===== src/rtl/imem_fetch_unit_pkg.sv =====
// ---------------------------------------------------------------------------
// imem_pkg
// Shared types and helpers for the instruction-memory fetch unit.
//   imem_state_e : controller states (CLEAR sweep, IDLE fetch, PROG load)
//   NOP          : addi x0,x0,0, the default fill word
//   word_parity  : even-parity bit of one instruction word
// ---------------------------------------------------------------------------
package imem_pkg;

  localparam int WORD_W = 32;

  localparam logic [31:0] NOP = 32'h0000_0013;

  typedef enum logic [1:0] {
    CLEAR = 2'd0,
    IDLE  = 2'd1,
    PROG  = 2'd2
  } imem_state_e;

  // Even parity: stored bit makes the XOR over data plus parity equal zero.
  function automatic logic word_parity(input logic [WORD_W-1:0] word);
    return ^word;
  endfunction

endpackage


===== src/rtl/imem_fetch_unit_if.sv =====
// ---------------------------------------------------------------------------
// imem_fetch_unit_if
// Bundles the fetch port, the programming port and the busy flag.
//   master : PC/fetch logic and program loader side
//            (drives fetch_req/fetch_addr and prog_*)
//   slave  : imem_fetch_unit side
//            (drives fetch_ready/valid/instr, fault bits, busy)
// ---------------------------------------------------------------------------
interface imem_fetch_unit_if #(
  parameter int XLEN   = 32,
  parameter int DEPTH  = 64,
  parameter int ADDR_W = 32
);
  localparam int AW = $clog2(DEPTH);

  logic              fetch_req;
  logic [ADDR_W-1:0] fetch_addr;
  logic              fetch_ready;
  logic              fetch_valid;
  logic [XLEN-1:0]   fetch_instr;
  logic              fetch_misaligned;
  logic              fetch_oob;
  logic              fetch_parity_err;
  logic              prog_en;
  logic              prog_we;
  logic [AW-1:0]     prog_addr;
  logic [XLEN-1:0]   prog_data;
  logic              prog_inj_err;
  logic              busy;

  modport master (
    output fetch_req, fetch_addr, prog_en, prog_we, prog_addr, prog_data, prog_inj_err,
    input  fetch_ready, fetch_valid, fetch_instr, fetch_misaligned, fetch_oob,
           fetch_parity_err, busy
  );

  modport slave (
    input  fetch_req, fetch_addr, prog_en, prog_we, prog_addr, prog_data, prog_inj_err,
    output fetch_ready, fetch_valid, fetch_instr, fetch_misaligned, fetch_oob,
           fetch_parity_err, busy
  );

endinterface


===== src/rtl/imem_fetch_unit_array.sv =====
// ---------------------------------------------------------------------------
// imem_array
// Word storage with one write port and one registered read port.
//   clk   in  clock
//   we    in  write enable; waddr/wdata written at the clock edge
//   re    in  read enable; rdata loads mem[raddr] at the clock edge
//   rdata out registered read data, holds while re=0
// W is the stored word width (instruction word plus optional parity bit).
// ---------------------------------------------------------------------------
module imem_array #(
  parameter int W     = 32,
  parameter int DEPTH = 64
) (
  input  logic                     clk,
  input  logic                     we,
  input  logic [$clog2(DEPTH)-1:0] waddr,
  input  logic [W-1:0]             wdata,
  input  logic                     re,
  input  logic [$clog2(DEPTH)-1:0] raddr,
  output logic [W-1:0]             rdata
);

  logic [W-1:0] mem_r [DEPTH];
  logic [W-1:0] rdata_r;

  // Write port.
  always_ff @(posedge clk) begin
    if (we) begin
      mem_r[waddr] <= wdata;
    end
  end

  // Registered read port; the last word read is held between reads.
  always_ff @(posedge clk) begin
    if (re) begin
      rdata_r <= mem_r[raddr];
    end else begin
      rdata_r <= rdata_r;
    end
  end

  assign rdata = rdata_r;

endmodule


===== src/rtl/imem_fetch_unit.sv =====
// ---------------------------------------------------------------------------
// imem_fetch_unit
// Loadable instruction memory with a 1-cycle registered fetch port.
// After reset a sweep writes FILL_WORD to every word (busy=1), then the
// block serves byte-addressed, word-aligned fetches (IDLE) or accepts
// program writes (PROG).
//   clk    in  clock
//   reset  in  synchronous, active-high reset
//   bus    slave modport of imem_fetch_unit_if:
//          fetch_req/fetch_addr -> fetch_ready, fetch_valid, fetch_instr,
//          fetch_misaligned, fetch_oob, fetch_parity_err;
//          prog_en/prog_we/prog_addr/prog_data/prog_inj_err; busy
// Optional feature: define IMEM_PARITY_EN to store an even-parity bit per
// word and flag mismatches on fetch (prog_inj_err flips the stored bit).
// ---------------------------------------------------------------------------
import imem_pkg::*;

module imem_fetch_unit #(
  parameter int              XLEN      = 32,
  parameter int              DEPTH     = 64,
  parameter int              ADDR_W    = 32,
  parameter logic [XLEN-1:0] FILL_WORD = NOP
) (
  input logic               clk,
  input logic               reset,
  imem_fetch_unit_if.slave  bus
);

  localparam int AW = $clog2(DEPTH);
`ifdef IMEM_PARITY_EN
  localparam int PW = 1;
`else
  localparam int PW = 0;
`endif
  localparam int MW = XLEN + PW;

  localparam logic [AW-1:0]     LAST_IDX = AW'(DEPTH - 1);
  localparam logic [ADDR_W-1:0] DEPTH_W  = ADDR_W'(DEPTH);

  imem_state_e   state_r;
  logic [AW-1:0] cnt_r;
  logic          busy_r;

  logic          ready_s;
  logic          misal_s;
  logic          oob_s;
  logic          accept_s;
  logic          rd_en_s;
  logic [AW-1:0] rd_idx_s;

  logic          we_s;
  logic [AW-1:0] waddr_s;
  logic [MW-1:0] wdata_s;
  logic [MW-1:0] rdata_s;

  logic          valid_r;
  logic          misal_r;
  logic          oob_r;
  logic          fill_sel_r;
  logic          chk_r;

  // Controller: reset sweep, then IDLE/PROG selected by prog_en.
  always_ff @(posedge clk) begin
    if (reset) begin
      state_r <= CLEAR;
      cnt_r   <= {AW{1'b0}};
      busy_r  <= 1'b1;
    end else begin
      case (state_r)
        CLEAR: begin
          if (cnt_r == LAST_IDX) begin
            cnt_r   <= {AW{1'b0}};
            busy_r  <= 1'b0;
            state_r <= bus.prog_en ? PROG : IDLE;
          end else begin
            cnt_r   <= cnt_r + AW'(1);
          end
        end
        IDLE: begin
          if (bus.prog_en) begin
            state_r <= PROG;
          end
        end
        PROG: begin
          if (!bus.prog_en) begin
            state_r <= IDLE;
          end
        end
        default: begin
          state_r <= CLEAR;
          cnt_r   <= {AW{1'b0}};
          busy_r  <= 1'b1;
        end
      endcase
    end
  end

  // Address decode; oob compares the full word address, so high address
  // bits that alias onto a valid index still fault.
  always_comb begin
    ready_s  = (state_r == IDLE) && !reset;
    misal_s  = (bus.fetch_addr[1:0] != 2'b00);
    oob_s    = ({2'b00, bus.fetch_addr[ADDR_W-1:2]} >= DEPTH_W);
    rd_idx_s = bus.fetch_addr[AW+1:2];
    accept_s = bus.fetch_req && ready_s;
    rd_en_s  = accept_s && !misal_s && !oob_s;
  end

  // Single write port shared by the sweep (CLEAR) and the loader (PROG).
  always_comb begin
    we_s    = 1'b0;
    waddr_s = cnt_r;
    wdata_s = {MW{1'b0}};
    if (reset) begin
      we_s = 1'b0;
    end else begin
      case (state_r)
        CLEAR: begin
          we_s    = 1'b1;
          waddr_s = cnt_r;
`ifdef IMEM_PARITY_EN
          wdata_s = {word_parity(FILL_WORD), FILL_WORD};
`else
          wdata_s = FILL_WORD;
`endif
        end
        PROG: begin
          we_s    = bus.prog_we;
          waddr_s = bus.prog_addr;
`ifdef IMEM_PARITY_EN
          wdata_s = {word_parity(bus.prog_data) ^ bus.prog_inj_err, bus.prog_data};
`else
          wdata_s = bus.prog_data;
`endif
        end
        IDLE: begin
          we_s = 1'b0;
        end
        default: begin
          we_s = 1'b0;
        end
      endcase
    end
  end

  imem_array #(
    .W     (MW),
    .DEPTH (DEPTH)
  ) u_array (
    .clk   (clk),
    .we    (we_s),
    .waddr (waddr_s),
    .wdata (wdata_s),
    .re    (rd_en_s),
    .raddr (rd_idx_s),
    .rdata (rdata_s)
  );

  // Fetch response flags; everything except the valid pulse holds between
  // fetches so fetch_instr and the fault bits keep their last value.
  always_ff @(posedge clk) begin
    if (reset) begin
      valid_r    <= 1'b0;
      misal_r    <= 1'b0;
      oob_r      <= 1'b0;
      fill_sel_r <= 1'b1;
      chk_r      <= 1'b0;
    end else if (accept_s) begin
      valid_r    <= 1'b1;
      misal_r    <= misal_s;
      oob_r      <= oob_s;
      fill_sel_r <= misal_s || oob_s;
      chk_r      <= !(misal_s || oob_s);
    end else begin
      valid_r    <= 1'b0;
    end
  end

  assign bus.fetch_ready      = ready_s;
  assign bus.fetch_valid      = valid_r;
  assign bus.fetch_misaligned = misal_r;
  assign bus.fetch_oob        = oob_r;
  assign bus.busy             = busy_r;
  // Faulting fetches never read the array, so the held read data is masked.
  assign bus.fetch_instr      = fill_sel_r ? FILL_WORD : rdata_s[XLEN-1:0];

`ifdef IMEM_PARITY_EN
  assign bus.fetch_parity_err = chk_r && (word_parity(rdata_s[XLEN-1:0]) != rdata_s[XLEN]);
`else
  logic unused_inj_s;
  assign unused_inj_s         = bus.prog_inj_err ^ chk_r;
  assign bus.fetch_parity_err = 1'b0;
`endif

endmodule

===== src/flat_wrapper.sv =====
// flat-port wrapper written by rule: the top's interface ports become plain ports
module imem_fetch_unit_flat 
#(
  parameter int              XLEN      = 32,
  parameter int              DEPTH     = 64,
  parameter int              ADDR_W    = 32,
  parameter logic [XLEN-1:0] FILL_WORD = NOP
)
  (clk, reset, bus_fetch_req, bus_fetch_addr, bus_prog_en, bus_prog_we, bus_prog_addr, bus_prog_data, bus_prog_inj_err, bus_fetch_ready, bus_fetch_valid, bus_fetch_instr, bus_fetch_misaligned, bus_fetch_oob, bus_fetch_parity_err, bus_busy);
  imem_fetch_unit_if #(.XLEN(XLEN), .DEPTH(DEPTH), .ADDR_W(ADDR_W)) bus_i ();
  input logic clk;
  input logic reset;
  input wire logic [$bits(bus_i.fetch_req)-1:0] bus_fetch_req;
  input wire logic [$bits(bus_i.fetch_addr)-1:0] bus_fetch_addr;
  input wire logic [$bits(bus_i.prog_en)-1:0] bus_prog_en;
  input wire logic [$bits(bus_i.prog_we)-1:0] bus_prog_we;
  input wire logic [$bits(bus_i.prog_addr)-1:0] bus_prog_addr;
  input wire logic [$bits(bus_i.prog_data)-1:0] bus_prog_data;
  input wire logic [$bits(bus_i.prog_inj_err)-1:0] bus_prog_inj_err;
  output wire logic [$bits(bus_i.fetch_ready)-1:0] bus_fetch_ready;
  output wire logic [$bits(bus_i.fetch_valid)-1:0] bus_fetch_valid;
  output wire logic [$bits(bus_i.fetch_instr)-1:0] bus_fetch_instr;
  output wire logic [$bits(bus_i.fetch_misaligned)-1:0] bus_fetch_misaligned;
  output wire logic [$bits(bus_i.fetch_oob)-1:0] bus_fetch_oob;
  output wire logic [$bits(bus_i.fetch_parity_err)-1:0] bus_fetch_parity_err;
  output wire logic [$bits(bus_i.busy)-1:0] bus_busy;
  assign bus_i.fetch_req = bus_fetch_req;
  assign bus_i.fetch_addr = bus_fetch_addr;
  assign bus_i.prog_en = bus_prog_en;
  assign bus_i.prog_we = bus_prog_we;
  assign bus_i.prog_addr = bus_prog_addr;
  assign bus_i.prog_data = bus_prog_data;
  assign bus_i.prog_inj_err = bus_prog_inj_err;
  assign bus_fetch_ready = bus_i.fetch_ready;
  assign bus_fetch_valid = bus_i.fetch_valid;
  assign bus_fetch_instr = bus_i.fetch_instr;
  assign bus_fetch_misaligned = bus_i.fetch_misaligned;
  assign bus_fetch_oob = bus_i.fetch_oob;
  assign bus_fetch_parity_err = bus_i.fetch_parity_err;
  assign bus_busy = bus_i.busy;
  imem_fetch_unit #(.XLEN(XLEN), .DEPTH(DEPTH), .ADDR_W(ADDR_W), .FILL_WORD(FILL_WORD)) u_core (.clk(clk), .reset(reset), .bus(bus_i));
endmodule

===== config.mk =====
export PLATFORM = sky130hd
export DESIGN_NAME = imem_fetch_unit_flat
export DESIGN_NICKNAME = d
export VERILOG_FILES = /design/src/rtl/imem_fetch_unit_pkg.sv /design/src/rtl/imem_fetch_unit_if.sv /design/src/rtl/imem_fetch_unit_array.sv /design/src/rtl/imem_fetch_unit.sv /design/src/flat_wrapper.sv
export SDC_FILE = /design/constraint.sdc
export NUM_CORES = 2
export LEC_CHECK = 0
export ABC_AREA = 1
export CAP_MARGIN = 20
export CORE_AREA = 2 2 410 493
export CTS_CLUSTER_DIAMETER = 80
export DETAILED_ROUTE_END_ITERATION = 6
export DIE_AREA = 0 0 412 495
export PLACE_DENSITY = 0.65
export SLEW_MARGIN = 20
export SYNTH_ARGS = -nofsm -noshare
export SYNTH_HDL_FRONTEND = slang
export SYNTH_SLANG_ARGS = --single-unit

===== constraint.sdc =====
create_clock -name clk -period 4.75 [get_ports clk]
set_input_delay 0.7125 -clock clk [delete_from_list [all_inputs] [get_ports clk]]
set_output_delay 0.7125 -clock clk [all_outputs]
set_load 0.05 [all_outputs]

# [Word level (Yosys, flattened, before mapping)]
# Memories as Yosys holds them, arrays and structs flattened. A register that Yosys moved wholly into a read port is not among the register bits.
# Cells that the tools add are included.
[word_totals] output_inout_bits=38 input_bits=76 mem_bits_rw=2048 regBits=13 n_memories=1 wordCells=49
[memory_table] name="u_core.u_array.mem_r" words=64 width=32 read_ports=1 rd_clocked_by_memory_dff=1 write_ports=1 line_no="imem_fetch_unit_array.sv:23" text="logic [W-1:0] mem_r [DEPTH];"
[op_classes] n_reduce_logical=13 magnitude_cmp=1 bitwise_logic=1 mux=19 n_eq_ne=6 addsub=1
[op_table] cell="2-to-1 mux 32 bit" n=2
[op_table] cell="one-hot mux 32 bit (2 select lines)" n=1
[op_table] cell=">= comparator 30 x 7 -> 1 bit, second input constant" n=1
[op_table] cell="2-to-1 mux 6 bit" n=3
[op_table] cell="one-hot mux 6 bit (2 select lines)" n=1
[op_table] cell="2-to-1 mux 2 bit" n=4
[op_table] cell="adder 6 x 1 -> 6 bit, second input constant" n=1
[op_table] cell="equality test 6 bit, second input constant" n=1
[op_table] cell="one-hot mux 2 bit (3 select lines)" n=1
[op_table] cell="2-to-1 mux 1 bit" n=5
[op_table] cell="logical AND 1 bit" n=4
[op_table] cell="!= test 2 bit, second input constant" n=2
[op_table] cell="one-hot mux 1 bit (2 select lines)" n=2
[op_table] cell="zero test 1 bit" n=3
[op_table] cell="AND reduction 3 bit" n=1
[op_table] cell="equality test 2 x 1 -> 1 bit, second input constant" n=1
[op_table] cell="equality test 2 bit, second input constant" n=1
[op_table] cell="zero test 2 bit" n=1
[op_table] cell="!= test 2 x 1 -> 1 bit, second input constant" n=1
[op_table] cell="AND reduction 2 bit" n=1
[op_table] cell="nonzero test 2 bit" n=1
[op_table] cell="OR reduction 2 bit" n=1
[op_table] cell="logical OR 1 bit" n=1
[op_table] cell="NOT 1 bit" n=1

# [Depth between registers and ports, before layout]
[depth] word_depth=5 depth_mapped=16 mapped_depth_nobuf=12

# [Cells and area by module]
# A second synthesis with hierarchy kept.
[hier_totals] cells_unflattened=7032 area_unflattened_um2=84406.0
[modules_own_cells] module="imem_array" seq_area_each_um2=62459.9 instances=1 cells_per_inst=6769 area_each_um2=83058.4
[modules_own_cells] module="imem_fetch_unit" seq_area_each_um2=260.2 instances=1 cells_per_inst=263 area_each_um2=1347.5

# [Least setup slack after synthesis]
# No wires, ideal clock.
[synth_timing] path_kind="input-to-reg" start="in reset" end="mem u_core.u_array.mem_r[32][0], enable pin" t_required_ns=4.248 arrival_ns=4.600 path_stages=6 path_slack_ns=-0.351 setup_ns=0.502 path_buffers=1 path_cell_list="inv_2 > nand2_2 > buf_4 > o21ai_2 > inv_1 > nor4_1"
[synth_between] elab_chain_len=3 elab_cells_between_ends=4 cone_classes="4 x mux"
[synth_lines] element="from (decl)" line_no="flat_wrapper.sv:12" text="input logic reset;"
[synth_lines] element="2-to-1 mux 1 bit" line_no="imem_fetch_unit.sv:114" text="if (reset) begin"
[synth_lines] element="2-to-1 mux 1 bit" line_no="imem_fetch_unit_array.sv:28" text="if (we) begin"
[synth_lines] element="2-to-1 mux 1 bit (not written as such)" line_no="imem_fetch_unit_array.sv:29" text="mem_r[waddr] <= wdata;"
[synth_lines] element="to (decl)" line_no="imem_fetch_unit_array.sv:23"
# Parallel ways exist; a longest one is shown, timed or not.

# [Worst setup path after layout]
[layout_timing] start="reg u_core.state_r[0]" end="mem u_core.u_array.mem_r[50][31], enable pin"
[layout_between] elab_chain_len=5 elab_cells_between_ends=8 cone_classes="1 x eq/ne; 6 x mux; 1 x reduce/logical"
[layout_lines] element="from (decl)" line_no="imem_fetch_unit.sv:40" text="imem_state_e state_r;"
[layout_lines] element="from (signal assigned)" line_no="imem_fetch_unit.sv:74" text="state_r <= bus.prog_en ? PROG : IDLE;"
[layout_lines] element="equality test 2 bit or zero test 2 bit (tied branches)" line_no="imem_fetch_unit.sv:117" text="case (state_r)"
[layout_lines] element="one-hot mux 1 bit (2 select lines)" line_no="imem_fetch_unit.sv:117"
[layout_lines] element="2-to-1 mux 1 bit" line_no="imem_fetch_unit.sv:114"
[layout_lines] element="2-to-1 mux 1 bit" line_no="imem_fetch_unit_array.sv:28"
[layout_lines] element="2-to-1 mux 1 bit (not written as such)" line_no="imem_fetch_unit_array.sv:29"
# Parallel ways exist; a longest one is shown, timed or not.

==> metrics.md <==
| Metric | Value |
|---|---|
| Status | `completed` |
| Hold Crit Endpoint | `u_core.fill_sel_r` |
| Finished Layout Cells | `11.3k` |
| Initial drt markers | `7395` |
| Nets | `8612` |
| Worst min path class | `input port to flop` |
| R2R depth | `7` |
| Top Family by Delay on Critical Path | `simple AND/OR/NAND/NOR gates` |
| Slew at the pin with the worst max-slew slack | `1.15 ns` |
| Post-synth ARST share | `0%` |
| CP max-delay cell | `nor2_4` |
| DRC Markers | `0` |
| Most common cell after layout, fill and taps aside | `nand2_1` |
| Drt pass-1 iters | `5` |
| Post-Route Skew | `0.0431 ns` |
| Buffers from clock root to sink, at most | `3` |
| Slowest cell delay on critical path | `0.83 ns` |
| Root Buffer | `clkbuf_16` |
| Die Area | `204000 um^2` |
| Io pins | `114` |
| Resized cells post-CTS | `0` |
| WHS Path Cells | `3` |
| FF+latch area | `62700 um^2` |
| CTS sink cnt | `2093` |
| Pleak | `40.4 nW` |
| Number of synthesized flops with an enable pin | `2080` |
| Die Y | `495 um` |
| Antenna violations before repair | `7` |
| Worst Path Required | `5.30 ns` |
| Cell taking the most area after synthesis | `edfxtp_1` |
| Origin of the critical flop-to-flop path | `u_core.state_r[0]` |
| Placer Congestion | `0.897` |
| Synth top area share | `70.1%` |
| Slew margin rel. | `23.2%` |
| Routed length on met2 | `114000 um` |
| Yosys cell types | `30` |
| RSZ-0062 raised after global routing | `no` |
| Minimum clock period | `3.56 ns` |
| Vias per std cell | `5.29` |
| Cts-stage hold buffer count | `0` |
| Vias in the first global route | `57.1k` |
| Total Routing Usage GR | `24.0%` |
| Syn avg cell area | `10.5 um^2` |
| Postcts setup bufs | `0` |
| Yosys warns | `0` |
| Initial Utilization | `44.7%` |
| Layout area overhead | `12.4%` |
| WL/cell | `21.8 um` |
| Maximum Capacitance Violations | `0` |
| Crit end category | `flop` |
| Total Wirelength | `247000 um` |
| Max VDD drop | `0.407 mV` |
| Met3 routed WL | `22800 um` |
| Prevailing post-synth register cell | `edfxtp_1` |
| FF-to-FF setup slack | `1.19 ns` |
| Mapped Area | `89100 um^2` |
| CTS Buf Count | `201` |
| Setup TNS | `0 ns` |
| Mapped Nets | `8534` |
| Setup crit start kind | `flop` |
| PD cells | `412 nW/um^2` |
| Kind of critical path | `flop to flop` |
| Pin count of the biggest net entering global routing | `151` |
| Placed Cells incl. Taps | `11.0k` |
| FF-to-FF End | `u_core.u_array.mem_r[50][31]` |
| Number of port buffers | `111` |
| Critical Path, Cell by Cell | `inv_1 > ha_1 > nand2_2 > o21ai_2 > nand4_1 > nor2_4 > buf_4` |
| Gate Count Post-Synth | `8454` |
| First-pass GRT wire length | `361000 um` |
| Peak Freq | `281 MHz` |
| Endpoints failing hold | `0` |
| Post-Place Setup Slack | `0.887 ns` |
| Buf/Inv on CP | `2` |
| Arr. time, crit path | `4.12 ns` |
| Synthesis-stage register bit count | `2093` |
| Endpoints failing setup | `0` |
| Core ar. | `200000 um^2` |
| GR Overflow Total | `0` |
| Top Layer Used | `met4` |
| Via count | `59.9k` |
| FP Rows | `180` |
| M1 wire length | `98400 um` |
| Ranking of synthesized cells by area | `edfxtp_1 (70%), nand2_1 (12%), nand3_1 (5.3%)` |
| Sequential area share after synthesis | `70.4%` |
| Antenna Violating Nets Remaining | `0` |
| Share of layout cells above drive strength 1 | `7.16%` |
| WP depth | `7` |
| Die width | `412 um` |
| Final HPWL DP | `135000 um` |
| Reg clk slew, reported paths | `0.06 ns` |
| CTS tree | `built` |
| Worst Hold Launch | `reset` |
| Commonest cells after routing, fill and taps aside | `nand2_1 (2791), edfxtp_1 (2080), inv_1 (1039), nand3_1 (939), nor2_1 (629)` |
| Fill count | `17.2k` |
| Fin crit share | `75.0%` |
| Worst setup margin | `1.19 ns` |
| Worst-skew pair later-pin latency | `0.87 ns` |
| Critical Path Fanout Max | `17` |
| Multi-input logic area | `20900 um^2` |
| Slew Limit Fails | `0` |
| H-tree depth | `4` |
cells by family (layout without fill, tap and decap cells):
family                     after synthesis  in the layout  synth area share [%]
adders and majority gates                4              4                0.0562
and+or+nand+nor                       4517           4517                  20.5
other                                    1              5               0.00421
DFF                                   2093           2093                  70.4
buffers and inverters                 1483           1720                  6.98
xor gates and xnor gates                 2              2                0.0197
AOI/OAI and AO/OA                      354            354                  2.03
synthesized netlist by cell type (9+ instances only):
master,number
nand3_1,939
nor4_1,14
nand2_1,2794
buf_4,77
nor2_1,718
inv_1,1040
or2_2,35
o21ai_0,261
buf_1,45
buf_6,27
o21ai_1,12
nand4_1,9
buf_2,126
edfxtp_1,2080
dfxtp_1,13
a21oi_1,67
clkbuf_1,163
per-stage QoR:
step	util [%]	instance area, um^2	power (mW)	hold WS [ns]
2_1_floorplan	-	89100	24.3	0.471
3_3_place_gp	47.0	93800	26.2	0.490
4_1_cts	50.2	100000	41.4	0.0850
6_report	50.2	100000	41.3	0.147
5_1_grt	50.2	100000	42.5	0.149
3_5_place_dp	47.1	93900	26.3	0.492
worst max-delay path by stage:
stage                                  from                           end
after floorplan                       reset   u_core.u_array.mem_r[32][0]
final                     u_core.state_r[0]  u_core.u_array.mem_r[50][31]
after CTS                 u_core.state_r[0]  u_core.u_array.mem_r[12][11]
after global routing      u_core.state_r[0]   u_core.u_array.mem_r[50][4]
after detailed placement              reset  u_core.u_array.mem_r[12][15]
after global placement                reset  u_core.u_array.mem_r[14][15]
routing by layer:
metal	GRT usage, %	vias up
met3	4.38	488
met2	38.2	2755
met5	0	-
li1	-	27700
met4	11.7	0
met1	31.8	28900
worst min-delay path, cell delays in order:
cell     delay [ns]
buf_2          0.09
inv_2          0.09
nand2_1        0.08
final cells by class:
cell class / count / share of cell area, %
Antenna cell: 4 / 0.00999
Clock buffer: 251 / 5.26
Clock inverter: 111 / 0.921
Inverter: 1045 / 3.94
Multi-Input combinational cell: 4878 / 20.9
Sequential cell: 2093 / 62.6
Tap cell: 2639 / 3.30
Timing Repair Buffer: 313 / 3.09
power breakdown:
group	switching, mW	internal (mW)
Sequential	0.0985	21.4
Clock	6.81	8.44
Combinational	3.57	0.930
sequential cells by signal, summed over array words and instances, names as in the netlist:
signal and flops:
u_core.bus.busy 1, u_core.bus.fetch_misaligned 1, u_core.bus.fetch_oob 1, u_core.bus.fetch_valid 1
u_core.cnt_r 6, u_core.fill_sel_r 1, u_core.state_r 2, u_core.u_array.mem_r 2048
u_core.u_array.rdata 32
Note: power is estimated with default switching activity, not from simulation.
